**src/rtl/fft_pkg.sv**
```systemverilog
// Shared fixed-point helpers for the FFT datapath: part width, rounding,
// saturation and packing of complex {re, im} words.
package fft_pkg;

    localparam int unsigned MAX_W = 64;

    typedef logic signed [MAX_W-1:0] wide_t;

    // ovf sits above val so a plain truncation of a sat_t yields the value bits
    typedef struct packed {
        logic  ovf;
        wide_t val;
    } sat_t;

    function automatic int unsigned part_w(input int unsigned w);
        return w / 2;
    endfunction

    function automatic wide_t round_const(input int unsigned n);
        return (n == 0) ? '0 : (wide_t'(1) <<< (n - 1));
    endfunction

    function automatic sat_t sat_d(input wide_t v, input int unsigned d);
        sat_t  r;
        wide_t hi;
        wide_t lo;
        hi    = (wide_t'(1) <<< (d - 1)) - wide_t'(1);
        lo    = -(wide_t'(1) <<< (d - 1));
        r.ovf = 1'b0;
        r.val = v;
        if (v > hi) begin
            r.val = hi;
            r.ovf = 1'b1;
        end else if (v < lo) begin
            r.val = lo;
            r.ovf = 1'b1;
        end
        return r;
    endfunction

    function automatic wide_t unpack_re(input logic [MAX_W-1:0] w, input int unsigned d);
        wide_t t;
        t = wide_t'(w << (MAX_W - 2 * d));
        return t >>> (MAX_W - d);
    endfunction

    function automatic wide_t unpack_im(input logic [MAX_W-1:0] w, input int unsigned d);
        wide_t t;
        t = wide_t'(w << (MAX_W - d));
        return t >>> (MAX_W - d);
    endfunction

    function automatic logic [MAX_W-1:0] pack(input wide_t re, input wide_t im, input int unsigned d);
        logic [MAX_W-1:0] mask;
        mask = (MAX_W'(1) << d) - MAX_W'(1);
        return ((re & mask) << d) | (im & mask);
    endfunction

endpackage

```
**src/rtl/cmul_round.sv**
```systemverilog
// Butterfly stage 2: full-precision complex product B*T, rounded half-up
// by N fractional bits and registered while enabled.
module cmul_round
    import fft_pkg::*;
#(
    parameter int unsigned W = 16,
    parameter int unsigned N = 4
) (
    input  logic                clk,
    input  logic                en_i,
    input  logic [W-1:0]        b_i,
    input  logic [W-1:0]        t_i,
    output logic signed [W:0]   pr_o,
    output logic signed [W:0]   pi_o
);

    localparam int unsigned D  = part_w(W);
    localparam int unsigned PW = 2 * D + 1;

    logic signed [D-1:0]  b_re, b_im, t_re, t_im;
    logic signed [PW-1:0] pr_c, pi_c;
    logic signed [PW-1:0] pr_d, pi_d;
    logic signed [PW-1:0] pr_q, pi_q;

    always_comb begin
        b_re = D'(unpack_re(MAX_W'(b_i), D));
        b_im = D'(unpack_im(MAX_W'(b_i), D));
        t_re = D'(unpack_re(MAX_W'(t_i), D));
        t_im = D'(unpack_im(MAX_W'(t_i), D));
        pr_c = PW'(b_re) * PW'(t_re) - PW'(b_im) * PW'(t_im);
        pi_c = PW'(b_re) * PW'(t_im) + PW'(b_im) * PW'(t_re);
        pr_d = (pr_c + PW'(round_const(N))) >>> N;
        pi_d = (pi_c + PW'(round_const(N))) >>> N;
    end

    always_ff @(posedge clk) begin
        if (en_i) begin
            pr_q <= pr_d;
            pi_q <= pi_d;
        end
    end

    assign pr_o = pr_q;
    assign pi_o = pi_q;

endmodule

```
**src/rtl/butterfly_2_pipe.sv**
```systemverilog
// Three-stage radix-2 DIT butterfly X = A + B*T, Y = A - B*T with optional
// conjugate twiddle, /2 scaling, saturation, sticky overflow and valid/ready.
module butterfly_2_pipe
    import fft_pkg::*;
#(
    parameter int unsigned W = 16,
    parameter int unsigned N = 4
) (
    input  logic         clk,
    input  logic         rst,
    input  logic         in_valid,
    output logic         in_ready,
    input  logic [W-1:0] in_1,
    input  logic [W-1:0] in_2,
    input  logic [W-1:0] tw,
    input  logic         inverse,
    input  logic         scale,
    output logic         out_valid,
    input  logic         out_ready,
    output logic [W-1:0] out_x,
    output logic [W-1:0] out_y,
    output logic         ovf,
    input  logic         clr_ovf
);

    localparam int unsigned D  = part_w(W);
    localparam int unsigned PW = 2 * D + 1;
    localparam int unsigned SW = PW + 1;
    localparam logic signed [D-1:0] PART_MIN = {1'b1, {(D-1){1'b0}}};
    localparam logic signed [D-1:0] PART_MAX = {1'b0, {(D-1){1'b1}}};

    logic                 en;
    logic signed [D-1:0]  tw_im_c, tw_im_conj_c;
    logic [W-1:0]         s1_t_d;
    logic [W-1:0]         s1_a_q, s1_b_q, s1_t_q;
    logic                 s1_scale_q, s1_valid_q;
    logic [W-1:0]         s2_a_q;
    logic                 s2_scale_q, s2_valid_q;
    logic signed [PW-1:0] s2_pr, s2_pi;
    logic signed [D-1:0]  a_re, a_im;
    logic signed [SW-1:0] raw_c [4];
    logic signed [SW-1:0] sum_c [4];
    logic [D-1:0]         res_c [4];
    logic [3:0]           part_ovf_c;
    logic [W-1:0]         x_d, y_d, x_q, y_q;
    logic                 valid_q, ovf_d, ovf_q;

    // Whole pipeline freezes while the output word is held by the sink
    assign en       = ~(valid_q & ~out_ready);
    assign in_ready = en;

    // Conjugate twiddle; negating the most negative part saturates
    always_comb begin
        tw_im_c      = signed'(tw[D-1:0]);
        tw_im_conj_c = (tw_im_c == PART_MIN) ? PART_MAX : -tw_im_c;
        s1_t_d       = inverse ? {tw[W-1:D], tw_im_conj_c} : tw;
    end

    cmul_round #(
        .W (W),
        .N (N)
    ) u_cmul (
        .clk  (clk),
        .en_i (en),
        .b_i  (s1_b_q),
        .t_i  (s1_t_q),
        .pr_o (s2_pr),
        .pi_o (s2_pi)
    );

    // Stage 3: sum/difference, optional floor halving, saturate each part
    always_comb begin
        a_re     = signed'(s2_a_q[W-1:D]);
        a_im     = signed'(s2_a_q[D-1:0]);
        raw_c[0] = SW'(a_re) + SW'(s2_pr);
        raw_c[1] = SW'(a_im) + SW'(s2_pi);
        raw_c[2] = SW'(a_re) - SW'(s2_pr);
        raw_c[3] = SW'(a_im) - SW'(s2_pi);
        for (int i = 0; i < 4; i++) begin
            sum_c[i]      = s2_scale_q ? (raw_c[i] >>> 1) : raw_c[i];
            res_c[i]      = D'(sat_d(MAX_W'(sum_c[i]), D));
            part_ovf_c[i] = 1'(sat_d(MAX_W'(sum_c[i]), D) >> MAX_W);
        end
        x_d = W'(pack(MAX_W'(res_c[0]), MAX_W'(res_c[1]), D));
        y_d = W'(pack(MAX_W'(res_c[2]), MAX_W'(res_c[3]), D));
    end

    // Set beats clear when both land on the same edge
    always_comb begin
        ovf_d = ovf_q;
        if (en && s2_valid_q && (|part_ovf_c)) begin
            ovf_d = 1'b1;
        end else if (clr_ovf) begin
            ovf_d = 1'b0;
        end
    end

    always_ff @(posedge clk) begin
        if (rst) begin
            s1_valid_q <= 1'b0;
            s2_valid_q <= 1'b0;
            valid_q    <= 1'b0;
            x_q        <= '0;
            y_q        <= '0;
            ovf_q      <= 1'b0;
        end else begin
            ovf_q <= ovf_d;
            if (en) begin
                s1_valid_q <= in_valid;
                s2_valid_q <= s1_valid_q;
                valid_q    <= s2_valid_q;
                x_q        <= x_d;
                y_q        <= y_d;
            end
        end
    end

    always_ff @(posedge clk) begin
        if (en) begin
            s1_a_q     <= in_1;
            s1_b_q     <= in_2;
            s1_t_q     <= s1_t_d;
            s1_scale_q <= scale;
            s2_a_q     <= s1_a_q;
            s2_scale_q <= s1_scale_q;
        end
    end

    assign out_valid = valid_q;
    assign out_x     = x_q;
    assign out_y     = y_q;
    assign ovf       = ovf_q;

endmodule
```
**config.mk**
```make
export PLATFORM = sky130hd
export DESIGN_NAME = butterfly_2_pipe
export DESIGN_NICKNAME = d
export VERILOG_FILES = /design/src/rtl/fft_pkg.sv /design/src/rtl/cmul_round.sv /design/src/rtl/butterfly_2_pipe.sv
export SDC_FILE = /design/constraint.sdc
export NUM_CORES = 1
export LEC_CHECK = 0
export ABC_AREA = 1
export CAP_MARGIN = 20
export CORE_UTILIZATION = 58
export CTS_CLUSTER_DIAMETER = 30
export CTS_CLUSTER_SIZE = 12
export DETAILED_ROUTE_END_ITERATION = 16
export PLACE_DENSITY = 0.8
export RECOVER_POWER = 50
export SETUP_SLACK_MARGIN = 0.02
export SLEW_MARGIN = 30
export SYNTH_ARGS = -nofsm -noshare
export SYNTH_HDL_FRONTEND = slang
export SYNTH_SLANG_ARGS = --single-unit
```
**constraint.sdc**
```tcl
create_clock -name clk -period 5.5 [get_ports clk]
set_input_delay 1.1 -clock clk [delete_from_list [all_inputs] [get_ports clk]]
set_output_delay 1.1 -clock clk [all_outputs]
set_load 0.02 [all_outputs]
```
# After elaboration in Yosys (flattened, before gate mapping)
# Cells that the tools add are included.
[word_totals] mem_count=0 register_bits=128 input_bits=55 out_inout_bits=35 ram_bits=0 mem_bits_ro=0 latchBits=0 elab_cells=61
[classes] mux=16 eq_ne=1 n_reduce_logical=4 add_sub_neg=9 n_lt_le_gt_ge=8 div_mod_pow=0 n_bitwise=5 n_shift=0 mul=4
[ops] op="65-bit two-way mux" n=8
[ops] op="8-bit by 8-bit multiplier with 16-bit output" n=4
[ops] op="14-bit by 8-bit > comparator with 1-bit output (second input constant)" n=4
[ops] op="14-bit by 8-bit less-than comparator with 1-bit output (second input constant)" n=4
[ops] op="13-bit two-way mux" n=4
[ops] op="17-bit by 5-bit adder with 17-bit output (second input constant)" n=2
[ops] op="16-bit by 8-bit bitwise OR with 16-bit output" n=2
[ops] op="8-bit by 13-bit adder with 14-bit output" n=2
[ops] op="8-bit by 13-bit subtractor with 14-bit output" n=2
[ops] op="16-bit by 16-bit adder with 17-bit output" n=1
[ops] op="17-bit subtractor" n=1
[ops] op="8-bit two-way mux" n=2
[ops] op="8-bit equality test (second input constant)" n=1
[ops] op="8-bit negator" n=1
[ops] op="4-bit OR reduction" n=1
[ops] op="1-bit logical AND" n=2
[ops] op="1-bit two-way mux" n=2
[ops] op="1-bit NOT" n=2
[ops] op="2-bit nonzero test" n=1
[ops] op="1-bit bitwise AND" n=1

# Logic depth before layout (Yosys ltp)
# Gate-level depths: netlist (run 1).
[depth] depth_word=8 ltp_mapped=32 depth_no_buf=30

# Cells and area by module
# A second synthesis (run 1) with hierarchy kept.
[unflattened] hier_cells=3010 area_unflattened_um2=21777.1
[modules_own_cells] mod="cmul_round" area_each_um2=12124.1 cells_each=1494 n_inst=1 seq_area_each_um2=780.7
[modules_own_cells] mod="butterfly_2_pipe" area_each_um2=9653.0 cells_each=1516 n_inst=1 seq_area_each_um2=2702.6

# Least setup slack after synthesis (run 1)
# Ideal clock, no wire load.
[synth_path] path_type="register -> register" startpoint="register s1_t_q[14]" endpoint="register u_cmul.pr_o[12] (netlist name)" synth_period_minus_slack_ns=5.881 setup_ns=0.258 slack_ns=-0.381 required_time_ns=5.242 n_path_buf=2 path_stages_with_launch=30 arrival_time_ns=5.624 path_cell_list="edfxtp_1 -> clkbuf_1 -> clkbuf_1 -> nand2_1 -> fa_1 -> fa_1 -> inv_1 -> fa_1 -> inv_1 -> fa_1 -> inv_1 -> ha_1 -> a21oi_1 -> nand2_1 -> nand2_1 -> nand2_1 -> a21oi_1 -> nor2_1 -> nor2_1 -> o21bai_1 -> a21o_1 -> a21oi_1 -> xnor2_1 -> ha_1 -> ha_1 -> inv_1 -> o21bai_1 -> a21oi_1 -> o21ai_1 -> xnor2_1"
[synth_between] elab_chain_cells=3
[synth_lines] item="from (decl)" line_no="butterfly_2_pipe.sv:35" source="logic [W-1:0] s1_a_q, s1_b_q, s1_t_q;"
[synth_lines] item="from (signal assigned)" line_no="butterfly_2_pipe.sv:122" source="s1_t_q <= s1_t_d;"
[synth_lines] item="8-bit by 8-bit multiplier with 16-bit output" line_no="cmul_round.sv:30" source="pr_c = PW'(b_re) * PW'(t_re) - PW'(b_im) * PW'(t_im);"
[synth_lines] item="17-bit subtractor" line_no="cmul_round.sv:30"
[synth_lines] item="17-bit by 5-bit adder with 17-bit output" line_no="cmul_round.sv:32" source="pr_d = (pr_c + PW'(round_const(N))) >>> N;"
[synth_lines] item="via u_cmul.pr_d[12]" line_no="cmul_round.sv:22" source="logic signed [PW-1:0] pr_d, pi_d;"
# The timed path passes the listed nets, and every way through them passes these cells.
# A chain may end at the register's enable or synchronous reset.

# Final worst setup path (run 1)
[layout_path] startpoint="register s1_b_q[13]" endpoint="register u_cmul.pr_o[12] (netlist name)"
[layout_between] elab_chain_cells=3
[layout_lines] item="from (decl)" line_no="butterfly_2_pipe.sv:35"
[layout_lines] item="from (signal assigned)" line_no="butterfly_2_pipe.sv:121" source="s1_b_q <= in_2;"
[layout_lines] item="8-bit by 8-bit multiplier with 16-bit output" line_no="cmul_round.sv:30"
[layout_lines] item="17-bit subtractor" line_no="cmul_round.sv:30"
[layout_lines] item="17-bit by 5-bit adder with 17-bit output" line_no="cmul_round.sv:32"
[layout_lines] item="via u_cmul.pr_d[12]" line_no="cmul_round.sv:22"
# The timed path passes the listed nets, and every way through them passes these cells.

==> results of run 1 <==
==> kinds of logic (layout without fill, tap and decap cells) <==
kind of cell	after synthesis	in the layout
simple gates	952	952
buf+inv	805	1004
fa+ha+maj	446	446
compound gates	218	218
flops	128	128
xor+xnor	95	95
mux	1	1
other cells	0	3
==> through the flow <==
stage	TNS, ps	hold slack (ps)	utilization (%)	area [um2]	setup WS (ps)
6_report	-2290	414	69.6	23600	-358
5_1_grt	-4870	421	69.6	23600	-635
4_1_cts	-297	418	68.5	23200	-120
3_5_place_dp	-1160	405	65.6	22200	-271
3_3_place_gp	-43.8	401	65.6	22200	-22.3
2_1_floorplan	0	400	-	20400	22.1
==> cells in the final DEF (no fill, tap or decap), drive strengths merged <==
cell type and instances:
a211oi 3, nand3 174, clkinv 2, xnor2 42
nand2 614, xor2 53, o21bai 10, nand4 26
nand3b 1, nor2 114, o21ai 61, or2 5
diode 3, a21o 6, edfxtp 92, a41oi 1
buf 174, a21oi 108, dfxtp 36, clkbuf 19
nor3 12, mux2i 1, and2 5, dlygate4sd3 78
and3 1, clkinvlp 1, ha 189, o211ai 23
o31ai 1, inv 719, clkdlybuf4s50 11, a31oi 5
fa 257
==> state kept, by name, indices dropped and copies added (netlist names), 13 cells and up <==
signal / cells
out_x: 16
u_cmul.pi_o: 13
s2_a_q: 16
s1_b_q: 16
s1_a_q: 16
u_cmul.pr_o: 13
s1_t_q: 16
out_y: 16
==> repair_timing <==
action,in CTS,in global routing
gates resized for setup,46,55
pin swaps,42,27
hold buffers,0,0
buffers inserted,35,14
endpoints found under the setup margin,10,16
==> critical path, delay by kind of cell (launching register included) <==
family	cells	cell delay [ps]
adders and majority gates	7	2900
AOI/OAI and AO/OA	8	1080
DFF	1	530
xor gates and xnor gates	2	220
and+or+nand+nor	6	530
buffers and inverters	6	320
==> cell type report <==
type                    count  area share, %
clock buffers              19           1.88
repair buffers            263           9.55
diodes                      3         0.0318
multi-input cells        1712           59.6
clock inverters            13          0.462
flip-flops and latches    128           14.8
well taps                 448           2.38
inverters                 709           11.3
==> per-layer routing <==
layer | wire [um] | global-route usage (%)
met1 | 21400 | 36.9
met2 | 26800 | 53.6
met3 | 2940 | 4.10
met4 | 2070 | 12.3
met5 | 0 | 0
==> worst paths after layout <==
check,start,endpoint,slack (ps),cells past startpoint
worst max-delay path,s1_b_q[13],u_cmul.pr_o[12],-360,29
worst min-delay path,s1_a_q[2],s2_a_q[2],410,0
worst max register to register,s1_b_q[13],u_cmul.pr_o[12],-360,29
worst min register to register,s1_a_q[2],s2_a_q[2],410,0
==> flow_metrics.env, run 1 <==
export IMPL_outcome="finished with violations"
export IMPL_violations="max-capacitance violations, max-slew violations, negative setup slack"
export IMPL_htree_levels=4
export IMPL_antenna_found_initial=0
export IMPL_ant_nets=0
export IMPL_synth_ff_type="edfxtp_1"
export IMPL_synthTopCellsByArea="fa_1, edfxtp_1, inv_1"
export IMPL_syn2layout_area_growth_pct=16.8
export IMPL_synth_adder_area_share_pct=37.2
export IMPL_root_buffer="clkbuf_16"
export IMPL_nNetsFinal=3332
export IMPL_criticalPathCategory="reg2reg"
export IMPL_yosysMostFrequentCell="inv_1"
export IMPL_hpwl_um=41400
export IMPL_seq_area_frac_synth_pct=17.3
export IMPL_crit_arrival_ps=6060
export IMPL_vias=17600
export IMPL_globalRouteTotalUtil_pct=30.2
export IMPL_core_area_um2=33900
export IMPL_setup_viol=12
export IMPL_layout_drive_gt1_share_pct=11.7
export IMPL_ys_seq_elements=128
export IMPL_regArea_um2=3480
export IMPL_avgSynthCellArea_um2=7.63
export IMPL_ys_async_sr_fraction_pct=0
export IMPL_io_pins=90
export IMPL_gp_congestion=0.918
export IMPL_dieArea_um2=35600
export IMPL_cts_tree="done"
export IMPL_skew_ps=17.7
export IMPL_drv_slew=41
export IMPL_start_util_pct=59.6
export IMPL_slew_headroom_pct=-6.22
export IMPL_synth_simple_area_share_pct=19.7
export IMPL_max_stage_delay_ps=540
export IMPL_hold_class="reg2reg"
export IMPL_post_route_drc_count=0
export IMPL_cts_sinks=128
export IMPL_path_max_fanout=5
export IMPL_synth_edf_count=92
export IMPL_muxShareOfSynthArea_pct=0.0496
export IMPL_drtPass1Iterations=5
export IMPL_syn_nets=3146
export IMPL_crit_path_start_kind="flip-flop"
export IMPL_synth_top_family_by_area="adder cells"
export IMPL_grt_pass1_vias=17800
export IMPL_yosys_warnings=0
export IMPL_rsz0062_at_grt="true"
export IMPL_yosys_area_top_type_share_pct=25.5
export IMPL_clk_pin_slew_worst_paths_ps=70
export IMPL_die_width_um=189
export IMPL_dpl_cell_count=3212
export IMPL_vias_per_cell=5.35
export IMPL_post_route_min_period_ps=5860
export IMPL_overflow=0
export IMPL_final_period_utilization_pct=107
export IMPL_synth_compound_area_share_pct=6.23
export IMPL_fp_dieH_um=189
export IMPL_numCtsBuffers=17
export IMPL_drt_iter0_drc=1224
export IMPL_syn_inst=2645
export IMPL_synth_xor_area_share_pct=4.12
export IMPL_synth_cell_types=42
export IMPL_layout_setup_ws_ps=-358
export IMPL_io_buffer_count=89
export IMPL_clkLatencyLatePin_ps=460
export IMPL_grt_pass1_wl_um=85000
export IMPL_rows=67
export IMPL_multi_input_area_um2=14100
export IMPL_synth_top_cells_by_count="inv_1, nand2_1, fa_1"
export IMPL_max_cap_violations=1
export IMPL_max_freq_mhz=171
export IMPL_wl_per_cell_um=16.1
export IMPL_wirelength_um=53200
export IMPL_tightest_slew_ps=1580
export IMPL_final_instance_count_excl_fill=3295
export IMPL_hold_viol=0
export IMPL_fill_cells=2598
export IMPL_clockBufferDepth=2
export IMPL_crit_slowest_cell="fa_1"
export IMPL_required_ps=5710
export IMPL_yosysTopAreaCell="fa_1"
export IMPL_end_kind="flip-flop"
export IMPL_grt_max_degree=89
export IMPL_syn_area_um2=20200
Power of run 1 is not shown: default switching activity piles up to over one toggle a cycle in this logic, so the estimate is an artifact.
==> run 2: changes to the inputs <==
--- a/config.mk
+++ b/config.mk
@@ -13,6 +13,7 @@
 export DETAILED_ROUTE_END_ITERATION = 16
 export PLACE_DENSITY = 0.8
 export RECOVER_POWER = 50
+export REMOVE_ABC_BUFFERS = 1
 export SETUP_SLACK_MARGIN = 0.02
 export SLEW_MARGIN = 30
 export SYNTH_ARGS = -nofsm -noshare
==> flow_metrics.env, run 2 (synthesis results as in run 1) <==
export IMPL_crit_slowest_cell="fa_1"
export IMPL_layout_setup_ws_ps=-393
export IMPL_gp_congestion=0.971
export IMPL_nNetsFinal=3325
export IMPL_fill_cells=2506
export IMPL_post_route_drc_count=0
export IMPL_drt_iter0_drc=1567
export IMPL_wirelength_um=57100
export IMPL_path_max_fanout=7
export IMPL_crit_path_start_kind="flip-flop"
export IMPL_clockBufferDepth=2
export IMPL_numCtsBuffers=17
export IMPL_final_common_cell="inv_1"
export IMPL_fp_dieH_um=189
export IMPL_cp_common_cell="fa_1"
export IMPL_antenna_cells=0
export IMPL_whs_ps=415
export IMPL_required_ps=5710
export IMPL_cts_tree="done"
export IMPL_hold_viol=0
export IMPL_io_pins=90
export IMPL_hpwl_um=40700
export IMPL_vias_per_cell=5.47
export IMPL_post_route_min_period_ps=5890
export IMPL_ant_nets=0
export IMPL_violations="max-capacitance violations, max-slew violations, negative setup slack"
export IMPL_dieArea_um2=35600
export IMPL_setup_viol=8
export IMPL_clkLatencyLatePin_ps=460
export IMPL_vias=18000
export IMPL_drv_slew=128
export IMPL_core_area_um2=33900
export IMPL_htree_levels=4
export IMPL_cts_sinks=128
export IMPL_cp_num_buf_inv=4
export IMPL_wl_per_cell_um=17.4
export IMPL_max_freq_mhz=170
export IMPL_dpl_cell_count=3221
export IMPL_drtPass1Iterations=7
export IMPL_final_core_util_pct=70.9
export IMPL_layout_drive_gt1_share_pct=13.1
export IMPL_rows=67
export IMPL_die_width_um=189
export IMPL_start_util_pct=59.6
export IMPL_critical_path_top_delay_family="adder cells"
export IMPL_grt_pass1_wl_um=86500
export IMPL_reg2reg_slack_ps=-390
export IMPL_hold_class="reg2reg"
export IMPL_skew_ps=17.4
export IMPL_overflow=0
export IMPL_mostFrequentLayoutCells="inv_1, nand2_1, fa_1, nand3_1, ha_1"
export IMPL_max_cap_violations=2
export IMPL_clk_pin_slew_worst_paths_ps=70
export IMPL_root_buffer="clkbuf_16"
export IMPL_end_kind="flip-flop"
export IMPL_outcome="finished with violations"
export IMPL_final_period_utilization_pct=107
export IMPL_preCtsSetupSlack_ps=-592
export IMPL_crit_chain="buf_4 -> nand2_1 -> fa_1 -> inv_1 -> fa_1 -> fa_1 -> inv_1 -> fa_1 -> inv_2 -> ha_4 -> nand2_2 -> nor3_4 -> nand2_1 -> o211ai_1 -> nand2_1 -> a31oi_4 -> xnor2_1 -> ha_1 -> ha_4 -> a21oi_4 -> o21bai_4 -> a21oi_2 -> o21ai_2 -> xnor2_1"
export IMPL_max_stage_delay_ps=580
export IMPL_antenna_found_initial=1
export IMPL_final_instance_count_excl_fill=3285
export IMPL_rsz0062_at_grt="true"
export IMPL_globalRouteTotalUtil_pct=30.7
export IMPL_slew_headroom_pct=-74.9
export IMPL_tightest_slew_ps=2620
export IMPL_crit_arrival_ps=6100
export IMPL_syn2layout_area_growth_pct=19.0
export IMPL_grt_pass1_vias=17900
export IMPL_criticalPathCategory="reg2reg"
export IMPL_io_buffer_count=89
export IMPL_grt_max_degree=73
run 2: cell count changes in the layout (fill, tap and decap cells not counted), sizes merged:
cell and delta:
clkbuf +1, dlygate4sd3 -2, buf -10, clkinv +2, clkdlybuf4s50 +2, clkinvlp +1
inv -1, diode -3
run 2: path summary, 6_finish.rpt:
path / startpoint / end / cells past startpoint
max: s1_t_q[3] / u_cmul.pr_o[12] / 24
max reg2reg: s1_t_q[3] / u_cmul.pr_o[12] / 24
min reg2reg: s1_a_q[15] / s2_a_q[15] / 0
min: s1_a_q[15] / s2_a_q[15] / 0
run 2: repair_timing:
item                                    in CTS  in global routing
gates resized for setup                     66                146
buffers inserted                             7                 25
endpoints found under the setup margin      14                 14
pin swaps                                   55                 76
hold buffers                                 0                  0
run 2: metrics by stage:
stage / TNS, ps / instance area [um2]
6_report: -1720 / 24000
5_1_grt: -3730 / 24000
4_1_cts: -375 / 23200
3_5_place_dp: -2880 / 22200
3_3_place_gp: -1460 / 22200
2_1_floorplan: -999 / 19700
run 2: layout make-up:
cell class	instances	area (um2)	share of cell area (%)
clock buffer	17	425	1.77
clock inverter	15	156	0.651
multi-input combinational	1712	14400	59.9
inverter	709	2670	11.1
sequential	128	3480	14.5
timing repair buffer	256	2340	9.74
tap	448	561	2.33
run 2: routing by layer:
metal  track usage (%)  routed length, um  up-vias
met5                 0                 10        -
met4              12.4               2980        2
met3              4.10               3830      280
met2              54.2              28400      878
met1              37.8              22000     8516
li1                  -                  -     8303
Power of run 2 is left out for the same reason.
